==> src/rtl/pong_pkg.sv <==
// Shared Pong definitions: FSM state codes and winner codes used by the
// match sequencer and the score/HUD display.
package pong_pkg;

    typedef enum logic [2:0] {
        ST_IDLE  = 3'd0,
        ST_SERVE = 3'd1,
        ST_PLAY  = 3'd2,
        ST_POINT = 3'd3,
        ST_OVER  = 3'd4
    } state_e;

    typedef enum logic [1:0] {
        WIN_NONE  = 2'b00,
        WIN_LEFT  = 2'b01,
        WIN_RIGHT = 2'b10
    } winner_e;

    // Larger of two delays, used to size the shared hold timer.
    function automatic int max_int(input int a, input int b);
        return (a > b) ? a : b;
    endfunction

endpackage

==> src/rtl/pong_game_sequencer_button_edge.sv <==
// Button conditioner: two-flop synchroniser for an asynchronous active-low
// button, followed by a one-tick pulse on each press (1->0 of the
// synchronised level). All flops reset to 0, so a button that is already
// held down when reset ends must be released before it can count as a press.
module button_edge (
    input  logic clk,
    input  logic rst,
    input  logic btn_n,
    output logic press
);

    logic sync1_q, sync1_d;
    logic sync2_q, sync2_d;
    logic prev_q,  prev_d;

    // Next values: shift the button through the synchroniser and remember
    // the last synchronised level.
    always_comb begin
        sync1_d = btn_n;
        sync2_d = sync1_q;
        prev_d  = sync2_q;
    end

    // Synchroniser and edge-history registers.
    always_ff @(posedge clk or posedge rst) begin
        if (rst) begin
            sync1_q <= 1'b0;
            sync2_q <= 1'b0;
            prev_q  <= 1'b0;
        end else begin
            sync1_q <= sync1_d;
            sync2_q <= sync2_d;
            prev_q  <= prev_d;
        end
    end

    assign press = prev_q & ~sync2_q;

endmodule

==> src/rtl/pong_game_sequencer.sv <==
// Pong match sequencer: holds paddles/ball at their start positions, times
// the serve and post-point pauses, scores misses and declares the winner.
// Every output comes straight from a flop; the paddle/ball resets are
// derived from the next state so they change on the same tick as state.
module pong_game_sequencer
    import pong_pkg::*;
#(
    parameter int WIN_SCORE   = 7,
    parameter int SCORE_W     = 4,
    parameter int SERVE_DELAY = 180,
    parameter int POINT_HOLD  = 120
) (
    input  logic               tick,
    input  logic               reset,
    input  logic               start_n,
    input  logic               miss_left,
    input  logic               miss_right,
    output logic               paddle_reset_n,
    output logic               ball_reset_n,
    output logic [SCORE_W-1:0] score_left,
    output logic [SCORE_W-1:0] score_right,
    output logic [1:0]         winner,
    output logic [2:0]         state
);

    localparam int MAX_D   = max_int(SERVE_DELAY, POINT_HOLD);
    localparam int TIMER_W = (MAX_D > 1) ? $clog2(MAX_D) : 1;

    localparam logic [TIMER_W-1:0] SERVE_LAST = TIMER_W'(SERVE_DELAY - 1);
    localparam logic [TIMER_W-1:0] POINT_LAST = TIMER_W'(POINT_HOLD - 1);
    localparam logic [SCORE_W-1:0] WIN_VAL    = SCORE_W'(WIN_SCORE);

    logic press;

    state_e               state_q,  state_d;
    logic [TIMER_W-1:0]   timer_q,  timer_d;
    logic [SCORE_W-1:0]   score_l_q, score_l_d;
    logic [SCORE_W-1:0]   score_r_q, score_r_d;
    winner_e              winner_q, winner_d;
    logic                 paddle_q, paddle_d;
    logic                 ball_q,   ball_d;

    button_edge u_start (
        .clk   (tick),
        .rst   (reset),
        .btn_n (start_n),
        .press (press)
    );

    // Next-state, timer, score and reset-output logic for the match FSM.
    always_comb begin
        state_d   = state_q;
        timer_d   = timer_q;
        score_l_d = score_l_q;
        score_r_d = score_r_q;
        winner_d  = winner_q;

        case (state_q)
            ST_IDLE, ST_OVER: begin
                if (press) begin
                    score_l_d = '0;
                    score_r_d = '0;
                    winner_d  = WIN_NONE;
                    timer_d   = '0;
                    state_d   = ST_SERVE;
                end
            end
            ST_SERVE: begin
                if (timer_q == SERVE_LAST) begin
                    timer_d = '0;
                    state_d = ST_PLAY;
                end else begin
                    timer_d = timer_q + 1'b1;
                end
            end
            ST_PLAY: begin
                if (miss_left && miss_right) begin
                    // Simultaneous misses: replay the point, nobody scores.
                    timer_d = '0;
                    state_d = ST_SERVE;
                end else if (miss_left) begin
                    score_r_d = score_r_q + 1'b1;
                    if (score_r_d == WIN_VAL) begin
                        winner_d = WIN_RIGHT;
                        state_d  = ST_OVER;
                    end else begin
                        timer_d = '0;
                        state_d = ST_POINT;
                    end
                end else if (miss_right) begin
                    score_l_d = score_l_q + 1'b1;
                    if (score_l_d == WIN_VAL) begin
                        winner_d = WIN_LEFT;
                        state_d  = ST_OVER;
                    end else begin
                        timer_d = '0;
                        state_d = ST_POINT;
                    end
                end
            end
            ST_POINT: begin
                if (timer_q == POINT_LAST) begin
                    timer_d = '0;
                    state_d = ST_SERVE;
                end else begin
                    timer_d = timer_q + 1'b1;
                end
            end
            default: begin
                // Unused codes fall back to IDLE.
                timer_d = '0;
                state_d = ST_IDLE;
            end
        endcase

        paddle_d = (state_d == ST_SERVE) || (state_d == ST_PLAY) || (state_d == ST_POINT);
        ball_d   = (state_d == ST_PLAY);
    end

    // Match state registers.
    always_ff @(posedge tick or posedge reset) begin
        if (reset) begin
            state_q   <= ST_IDLE;
            timer_q   <= '0;
            score_l_q <= '0;
            score_r_q <= '0;
            winner_q  <= WIN_NONE;
            paddle_q  <= 1'b0;
            ball_q    <= 1'b0;
        end else begin
            state_q   <= state_d;
            timer_q   <= timer_d;
            score_l_q <= score_l_d;
            score_r_q <= score_r_d;
            winner_q  <= winner_d;
            paddle_q  <= paddle_d;
            ball_q    <= ball_d;
        end
    end

    assign paddle_reset_n = paddle_q;
    assign ball_reset_n   = ball_q;
    assign score_left     = score_l_q;
    assign score_right    = score_r_q;
    assign winner         = winner_q;
    assign state          = state_q;

endmodule

==> config.mk <==
export PLATFORM = sky130hd
export DESIGN_NAME = pong_game_sequencer
export DESIGN_NICKNAME = d
export VERILOG_FILES = /design/src/rtl/pong_pkg.sv /design/src/rtl/pong_game_sequencer_button_edge.sv /design/src/rtl/pong_game_sequencer.sv
export SDC_FILE = /design/constraint.sdc
export NUM_CORES = 1
export LEC_CHECK = 0
export BUFFER_PORTS_ARGS = -buffer_cell sky130_fd_sc_hd__buf_2
export CAP_MARGIN = 15
export CORE_MARGIN = 1
export CORE_UTILIZATION = 60
export DETAILED_ROUTE_END_ITERATION = 8
export GPL_TIMING_DRIVEN = 0
export PLACE_DENSITY = 0.83
export REMOVE_ABC_BUFFERS = 1
export SLEW_MARGIN = 20
export SYNTH_ARGS = -nofsm -noshare
export SYNTH_HDL_FRONTEND = slang
export SYNTH_HIERARCHICAL = 1
export SYNTH_SLANG_ARGS = --single-unit
==> constraint.sdc <==
create_clock -name tick -period 5.3 [get_ports tick]
set_input_delay 0.53 -clock tick [delete_from_list [all_inputs] [get_ports tick]]
set_output_delay 0.53 -clock tick [all_outputs]
set_load 0.01 [all_outputs]
==> results.ini, run 1 <==
[run_status]
outcome=complete, no violations

[cts]
numCtsBuffers=3
clk_latency_ns=0.31
clk_pin_slew_worst_paths_ns=0.14
cts.sinks=26
cts_max_level=1
cts_tree=built
cts_setup_buffers=0
cts_resized=0
clock-root-buffer=clkbuf_4
clockBufferDepth=2
hold_buffers=0

[power_and_ir_drop]
p_per_area_nw_per_um2=273
power.leakage_nw=0.775
ir_drop_v=0.000202

[layout]
regArea_um2=651
layout-drive-gt1-share_pct=23.2
nets=179
nFillCells=176
n_antenna_cell=0
final_core_utilization_pct=72.1
area_growth_pct=11.4
fin_area_um2=1630
multi_input_area_um2=772
finalNonFillerCells=196

[place]
gp_congestion=0.781
post-place-cells=192
placed_area_um2=1590
dpl.hpwl_um=2100
portBuffers=19
preCtsSetupSlack_ns=3.33

[critical_path]
crit_type=reg -> reg
crit_slowest_cell=dfrtp_1
timing.rr.end=timer_q[5]
crit_buf_inv=1
rr_startpoint=score_right[0]
cp_top_family=compound AO/OA/AOI/OAI gates
slowest_delay_ns=0.48
cp_data_arrival_time_ns=2.22
critPathRequiredTime_ns=5.52
end_kind=register
crit_chain=inv_1 -> ha_1 -> and3b_1 -> a31oi_1 -> o221ai_4 -> a211o_1
rr_worst_depth=6
worst-path-max-fanout=8
r2r_setup_slack_ns=3.29
critPathLaunchType=register

[sta]
rsz0062_at_grt=false
tns_ns=0
hold_violations=0
skew_ns=0.00239
slew_viol_final=0
period_share_pct=37.8
tightest_slew_ns=0.874
setup_viol=0
timing.slew.headroom_pct=41.7
fmax_ghz=0.499
setup_ws_ns=3.29
fin_crit_ns=2.01

[synth]
ys_ff_latch=26
yosysMostFrequentCell=dfrtp_1
synth_top_area_share_pct=44.6
ys_warn_count=6
synth_edf_count=0
syn_inst=145
synthFlopType=dfrtp_1
netlist-cell-type-count=51
yosysSeqAreaShare_pct=44.6
async_flop_share_pct=100
synth.area.top_cells=dfrtp_1 45%, o21ai_0 4.5%, ha_1 4.3%
synth.avg_cell_area_um2=10.1
yosysTopAreaCell=dfrtp_1
netlist_area_um2=1460
ys_top_cells_by_count=26 x dfrtp_1, 13 x o21ai_0, 12 x nand2_1, 12 x nand3_1, 10 x inv_1

[floorplanning]
ios=20
initial_core_util_pct=64.8
row_count=17
fp.dieArea_um2=2630
die_w_um=51.3
coreArea_um2=2250
die_h_um=51.3

[global_route]
grt_pass1_vias=1176
grt_max_degree=24
gr-total-overflow=0
grt_pass1_wl_um=5150
grt.total_usage_pct=26.0
grt_antenna_before_repair=0

[worst_hold_path]
worstHoldPathType=in -> async

[route]
first_pass_iters=4
wirelength_um=2830
post_drt_wl_per_cell_um=14.4
num_vias=1160
ant_nets=0
drt_iter0_drc=25
drc=0
via_per_inst=5.92

[flow_run]
maxCapViolCount=0

## final cells by class
| type | instances | area share [%] |
|---|---|---|
| flip-flops and latches | 26 | 40.0 |
| repair buffers | 19 | 5.85 |
| inverters | 10 | 2.31 |
| well taps | 28 | 2.15 |
| clock buffers | 4 | 2.23 |
| multi-input cells | 109 | 47.5 |
## where the power goes
group           total, W  switching, W  internal [W]
combinational  0.0000940     0.0000467     0.0000473
clock          0.0000994     0.0000575     0.0000420
sequential      0.000251     0.0000296      0.000221
total           0.000444      0.000134      0.000311
## how the worst max path moves through the flow
stage | start | endpoint | slack (ns) | depth (start not counted)
2_1_floorplan | score_right[0] | timer_q[5] | 3.47 | 6
3_3_place_gp | score_right[0] | timer_q[5] | 3.32 | 6
3_5_place_dp | score_right[0] | timer_q[5] | 3.33 | 6
4_1_cts | score_right[0] | timer_q[5] | 3.30 | 6
5_1_grt | score_right[0] | timer_q[5] | 3.15 | 6
6_report | score_right[0] | timer_q[5] | 3.29 | 6
## logic make-up after synthesis
family          after synthesis  synth area share, %
flops                        26                 44.6
fa+ha+maj                     5                 4.28
simple gates                 59                 25.3
xor+xnor                      3                 1.80
compound gates               41                 20.7
mux                           1                0.771
buf+inv                      10                 2.57
## stage by stage
step | hold slack (ns) | power [W]
finish | 0.0581 | 0.000444
detailed placement | 0.354 | 0.000347
global route | 0.0617 | 0.000467
floorplan | 0.284 | 0.000322
CTS | 0.0486 | 0.000447
global placement | 0.344 | 0.000341
## layer usage
metal	up-vias	share of wire, %	track usage (%)	wire length, um
met1	558	47	34.0	1340
met4	0	1.1	9.01	30
li1	577	-	-	-
met2	21	49	44.3	1390
met5	-	0	0	0
met3	4	2.5	3.27	71
## layout by cell type (no fill, tap or decap), types with 3 or more instances in the layout
master and count:
buf_2 19, clkbuf_4 3, dfrtp_1 26, ha_1 5, inv_1 10, nand2_1 12
nand2b_1 4, nand3_1 12, nor2_1 8, o21ai_0 13, o21ai_1 4
## state kept, by name, indices dropped and copies added, names as in the netlist
name             cells
ball_reset_n         1
paddle_reset_n       1
score_left           4
score_right          4
state                3
timer_q              8
u_start/prev_d       1
u_start/prev_q       1
u_start/sync1_q      1
winner               2
Note: power is estimated with default switching activity, not from simulation.
==> run 2: changes to the inputs <==
Settings changed: CORE_UTILIZATION 60 to 51, PLACE_DENSITY 0.83 to 0.75.
Clock period 5.3 ns to 1.7 ns, I/O delays scaled along.
==> run 2 against run 1 <==
The flow now finishes with violations (setup timing); clock power rose to 4.3 times the previous value; register-to-register slack worse by 3.4 ns; maximum frequency grew 13%; power grew to 3.5 times the previous value; design area is 14% higher; non-clock buffer count grew 16; utilization shrank 4.5 points; clock-buffer cell count is 1 lower; clock skew is 0.013 ns higher; cell count up 9.7%; critical endpoint is now timer_q[0]; highest routed layer unchanged.
==> results.ini, run 2 (synthesized netlist as in run 1, its figures left out) <==
[power_and_ir_drop]
switchingPower_w=0.000445  ; +230%
p_comb_share_pct=21.0  ; -0.2 points
internal_power_w=0.00109  ; +250%
ir_drop_v=0.000637  ; +220%
power.leakage_nw=0.869  ; +12%
p_per_area_nw_per_um2=831  ; +200%
seq_power_share_pct=51.2  ; -5.3 points
p_clk_share_pct=27.8  ; +5.4 points
p_sw_share_pct=29.0  ; -1.1 points

[global_route]
grt_max_degree=24  ; unchanged
grt_pass1_vias=1214  ; +3.2%
grt.total_usage_pct=21.9  ; -4.1 points
grt_pass1_wl_um=5380  ; +4.6%
grt_antenna_before_repair=0  ; unchanged
gr-total-overflow=0  ; unchanged

[run_status]
outcome=finished, violations left
violations=setup timing

[layout]
layout-drive-gt1-share_pct=35.3  ; +12 points
finalNonFillerCells=215  ; +9.7%
final_core_utilization_pct=67.7  ; -4.5 points
nets=195  ; +8.9%
final_common_cell=dfrtp_1
n_antenna_cell=0  ; unchanged
mostFrequentLayoutCells=22 x dfrtp_1, 19 x buf_2, 13 x buf_4
nFillCells=198  ; +13%
largest_reg_flops=8  ; unchanged
area_growth_pct=26.7
largest-register=timer_q

[cts]
clk_latency_ns=0.33  ; +0.02 ns
cts_max_level=1  ; unchanged
numCtsBuffers=3  ; unchanged
cts_tree=built
cts.sinks=26  ; unchanged
clock-root-buffer=clkbuf_4
clockBufferDepth=2  ; unchanged
clk_pin_slew_worst_paths_ns=0.15  ; about the same

[floorplanning]
die_h_um=55.5  ; +8.1%
coreArea_um2=2730  ; +21%
row_count=19  ; +2
initial_core_util_pct=53.4  ; -11 points
ios=20  ; unchanged
fp.dieArea_um2=3080  ; +17%
die_w_um=55.5  ; +8.1%

[critical_path]
crit_buf_inv=1  ; unchanged
slowest_delay_ns=0.44  ; -0.04 ns
cp-startpoint=score_left[1]
crit_type=reg -> reg
worst-path-max-fanout=7  ; -1
crit_slowest_cell=dfrtp_1
timing.rr.end=timer_q[0]
crit_chain=buf_4 -> a21bo_2 -> a311oi_2 -> o221ai_4 -> mux2_4
cp_top_family=compound AO/OA/AOI/OAI gates
rr_worst_depth=5  ; -1
r2r_setup_slack_ns=-0.08  ; -3.37 ns
end_kind=register
rr_startpoint=score_left[1]
critPathLaunchType=register
critPathRequiredTime_ns=1.94  ; -3.58 ns
cp_data_arrival_time_ns=2.02  ; -0.20 ns

[route]
via_per_inst=5.81  ; -1.8%
first_pass_iters=4  ; unchanged
wirelength_um=3150  ; +11%
drt_iter0_drc=36  ; +44%
drc=0  ; unchanged
post_drt_wl_per_cell_um=14.6  ; +1.5%
num_vias=1250  ; +7.8%
ant_nets=0  ; unchanged

[sta]
skew_ns=0.0151  ; +0.0127 ns
hold_violations=0  ; unchanged
setup_viol=11  ; +11
period_share_pct=105  ; +67 points
slew_viol_final=0  ; unchanged
timing.slew.headroom_pct=41.4  ; -0.28 points
setup_ws_ns=-0.0771  ; -3.37 ns
tightest_slew_ns=0.878  ; +0.00423 ns
rsz0062_at_grt=true
whs_ns=0.219  ; +0.161 ns
fin_crit_ns=1.78  ; -0.228 ns
fmax_ghz=0.563  ; +13%

[flow_run]
maxCapViolCount=0  ; unchanged

[worst_hold_path]
worstHoldPathType=in -> async

[place]
portBuffers=19  ; unchanged
post-place-cells=195  ; +1.6%
preCtsSetupSlack_ns=-0.327  ; -3.66 ns
dpl.hpwl_um=1990  ; -5.6%
gp_congestion=0.807  ; +3.4%

## run 2: cell count changes in the layout (fill, tap and decap cells not counted), moves of 2 or more
cell | previous run | this run
buf_4 | 0 | 13
ha_2 | 0 | 2
ha_1 | 5 | 3
dfrtp_1 | 26 | 22
dlygate4sd3_1 | 0 | 2
dfrtp_2 | 0 | 4
## run 2: per-stage QoR
| step | total power, W | TNS (ns) | cell area [um2] |
|---|---|---|---|
| after floorplan | 0.00100 | -0.386 | 1460 |
| after global placement | 0.00106 | -2.13 | 1590 |
| after global routing | 0.00162 | -1.39 | 1850 |
| after detailed placement | 0.00108 | -2.82 | 1590 |
| after CTS | 0.00154 | -0.326 | 1800 |
| final | 0.00154 | -0.467 | 1850 |
## run 2: layout make-up
type,instances,area (um2),share of cell area (%)
tap,31,38.8,2.10
inverter,10,37.5,2.03
sequential,26,656,35.4
multi-input combinational,109,833,45.0
timing repair buffer,35,233,12.6
clock inverter,1,30.0,1.62
clock buffer,3,22.5,1.22
## run 2: worst max-delay path by stage
| stage | end | depth (start not counted) | slack [ns] |
|---|---|---|---|
| floorplan | timer_q[5] | 6 | -0.13 |
| global placement | timer_q[5] | 6 | -0.28 |
| detailed placement | timer_q[5] | 6 | -0.33 |
| CTS | timer_q[0] | 6 | -0.07 |
| global route | timer_q[5] | 6 | -0.17 |
| finish | timer_q[0] | 5 | -0.08 |
## run 2: power groups by stage
| stage | clock [W] | combinational [W] | sequential, W |
|---|---|---|---|
| after floorplan | 0 | 0.000229 | 0.000773 |
| after global placement | 0 | 0.000278 | 0.000786 |
| after detailed placement | 0 | 0.000296 | 0.000788 |
| after CTS | 0.000439 | 0.000317 | 0.000782 |
| after global routing | 0.000469 | 0.000353 | 0.000800 |
| final | 0.000428 | 0.000323 | 0.000788 |
## run 2: timing repair
| action | in CTS | in global routing |
|---|---|---|
| endpoints found under the hold margin | 4 | 0 |
| buffers inserted | 8 | 6 |
| hold buffers | 2 | 0 |
| pin swaps | 7 | 1 |
| endpoints found under the setup margin | 16 | 16 |
| resized for setup | 14 | 3 |
## run 2: per-layer routing
| layer | GRT usage, % | wire, um | up-vias |
|---|---|---|---|
| met1 | 27.5 | 1360 | 613 |
| li1 | - | - | 608 |
| met5 | 0 | 0 | - |
| met2 | 38.7 | 1640 | 23 |
| met3 | 2.81 | 91 | 6 |
| met4 | 7.50 | 51 | 0 |
## run 2: worst min-delay path, cell delays in order
cell and delay (ns):
dlygate4sd3_1 0.53, buf_2 0.12, inv_1 0.10
==> run 3: changes to the inputs <==
Clock period 1.7 ns to 1.6 ns, I/O delays scaled along.
==> run 3 against run 2 <==
The flow still finishes with violations (setup timing); flip-flop and latch count unchanged; maximum frequency increased by 1.3%; combinational power increased by 25%; power increased by 9.2%; global-route usage decreased by 0.25 points; hold slack got worse by 0.041 ns; non-clock buffer count increased by 2; clock skew decreased by 0.00073 ns; setup slack got worse by 0.077 ns; clock power increased by 6.8%; largest cell class unchanged; largest power group unchanged.
==> results.ini, run 3 (synthesized netlist as in run 1, its figures left out) <==
[floorplanning]
die_w_um=55.5  ; unchanged
die_h_um=55.5  ; unchanged
initial_core_util_pct=53.4  ; unchanged
row_count=19  ; unchanged
coreArea_um2=2730  ; unchanged
fp.dieArea_um2=3080  ; unchanged
ios=20  ; unchanged

[critical_path]
cp-startpoint=score_left[0]
rr_worst_depth=5  ; unchanged
cp_data_arrival_time_ns=2.00  ; -0.02 ns
critPathLaunchType=register
rr_startpoint=score_left[0]
r2r_setup_slack_ns=-0.15  ; -0.08 ns
cp-endpoint=timer_q[0]
worst-path-max-fanout=7  ; unchanged
timing.rr.end=timer_q[0]
end_kind=register
critPathRequiredTime_ns=1.84  ; -0.10 ns
crit_type=reg -> reg

[layout]
nets=197  ; +1.0%
largest_reg_flops=8  ; unchanged
largest-register=timer_q
final_core_utilization_pct=69.3  ; +1.6 points
area_growth_pct=29.7
multi_input_area_um2=862  ; +3.5%
layout-drive-gt1-share_pct=38.7  ; +3.4 points
n_antenna_cell=0  ; unchanged
nFillCells=202  ; +2.0%
regArea_um2=656  ; unchanged
final_common_cell=dfrtp_1
mostFrequentLayoutCells=22 x dfrtp_1, 19 x buf_2, 15 x buf_4

[sta]
rsz0062_at_grt=true
setup_ws_ns=-0.154  ; -0.0772 ns
setup_viol=13  ; +2
skew_ns=0.0143  ; -0.000728 ns
fin_crit_ns=1.75  ; -0.0228 ns
timing.slew.headroom_pct=41.2  ; -0.22 points
tightest_slew_ns=0.881  ; +0.00328 ns
period_share_pct=110  ; +5.1 points
slew_viol_final=0  ; unchanged
hold_violations=0  ; unchanged
fmax_ghz=0.570  ; +1.3%

[place]
gp_congestion=0.807  ; unchanged
dpl.hpwl_um=1990  ; unchanged
portBuffers=19  ; unchanged
preCtsSetupSlack_ns=-0.427  ; -0.100 ns

[route]
drt_iter0_drc=21  ; -42%
num_vias=1275  ; +2.0%
first_pass_iters=4  ; unchanged
wirelength_um=3320  ; +5.3%
via_per_inst=5.88  ; +1.1%
post_drt_wl_per_cell_um=15.3  ; +4.3%
drc=0  ; unchanged
ant_nets=0  ; unchanged

[cts]
cts.sinks=26  ; unchanged
clk_pin_slew_worst_paths_ns=0.15  ; about the same
clock-root-buffer=clkbuf_4
clockBufferDepth=2  ; unchanged
numCtsBuffers=3  ; unchanged
clk_latency_ns=0.33  ; about the same
cts_tree=built
cts_max_level=1  ; unchanged

[flow_run]
maxCapViolCount=0  ; unchanged

[run_status]
outcome=finished, violations left
violations=setup timing

[global_route]
grt_pass1_wl_um=5350  ; -0.65%
grt_antenna_before_repair=0  ; unchanged
grt_pass1_vias=1212  ; -0.16%
grt_max_degree=24  ; unchanged
grt.total_usage_pct=21.6  ; -0.25 points
gr-total-overflow=0  ; unchanged

[power_and_ir_drop]
power.leakage_nw=0.887  ; +2.0%
p_per_area_nw_per_um2=887  ; +6.7%
ir_drop_v=0.000681  ; +6.9%

[worst_hold_path]
worstHoldPathType=in -> reg

[run 3: area by class of cell]
type / instances / share of cell area [%]
inverter: 10 / 1.98
timing repair buffer: 37 / 13.1
multi-input combinational: 109 / 45.5
clock inverter: 1 / 1.59
sequential: 26 / 34.6
tap: 31 / 2.05
clock buffer: 3 / 1.19
[run 3: layer usage]
layer	part of all wire, %	vias to the layer above	routed length [um]	global-route usage [%]
met5	0	-	0	0
met4	2.0	0	65	7.50
met3	3.3	10	110	2.81
met2	53	36	1750	38.2
met1	42	615	1390	27.2
li1	-	614	-	-
[run 3: critical path, stage by stage (launching register included)]
cell and delay (ns):
dfrtp_2 0.47, buf_4 0.16, a21bo_2 0.22, a311oi_2 0.35
o221ai_4 0.19, mux2_4 0.29
[run 3: worst min path at each step]
stage,from,endpoint,slack (ns),cells after the start
after global placement,reset,u_start/sync1_q,0.03,2
final,miss_left,score_right[0],0.18,3
after detailed placement,reset,u_start/sync1_q,0.04,2
after CTS,miss_left,winner[1],0.19,3
after global routing,miss_left,score_right[0],0.18,3
after floorplan,reset,u_start/prev_d,-0.09,1
[run 3: timing repair]
action | in CTS | in global routing
resized for setup | 15 | 9
buffers inserted | 10 | 6
pin swaps | 7 | 4
hold endpoints to repair | 4 | 0
setup endpoints to repair | 16 | 16
hold buffers | 2 | 0
[run 3: stage by stage]
| step | TNS [ns] | cells | total power (W) | cell area (um2) | hold WS (ns) |
|---|---|---|---|---|---|
| detailed placement | -4.39 | 195 | 0.00115 | 1590 | 0.0430 |
| finish | -1.29 | 217 | 0.00168 | 1890 | 0.178 |
| global route | -1.96 | 217 | 0.00177 | 1890 | 0.183 |
| floorplan | -1.38 | 145 | 0.00107 | 1460 | -0.0864 |
| global placement | -3.65 | 195 | 0.00113 | 1590 | 0.0312 |
| CTS | -1.33 | 211 | 0.00163 | 1820 | 0.189 |
[run 3: power by group]
group / total, W / internal (W) / switching [W]
sequential: 0.000820 / 0.000732 / 0.0000871
combinational: 0.000403 / 0.000210 / 0.000193
clock: 0.000457 / 0.000254 / 0.000204
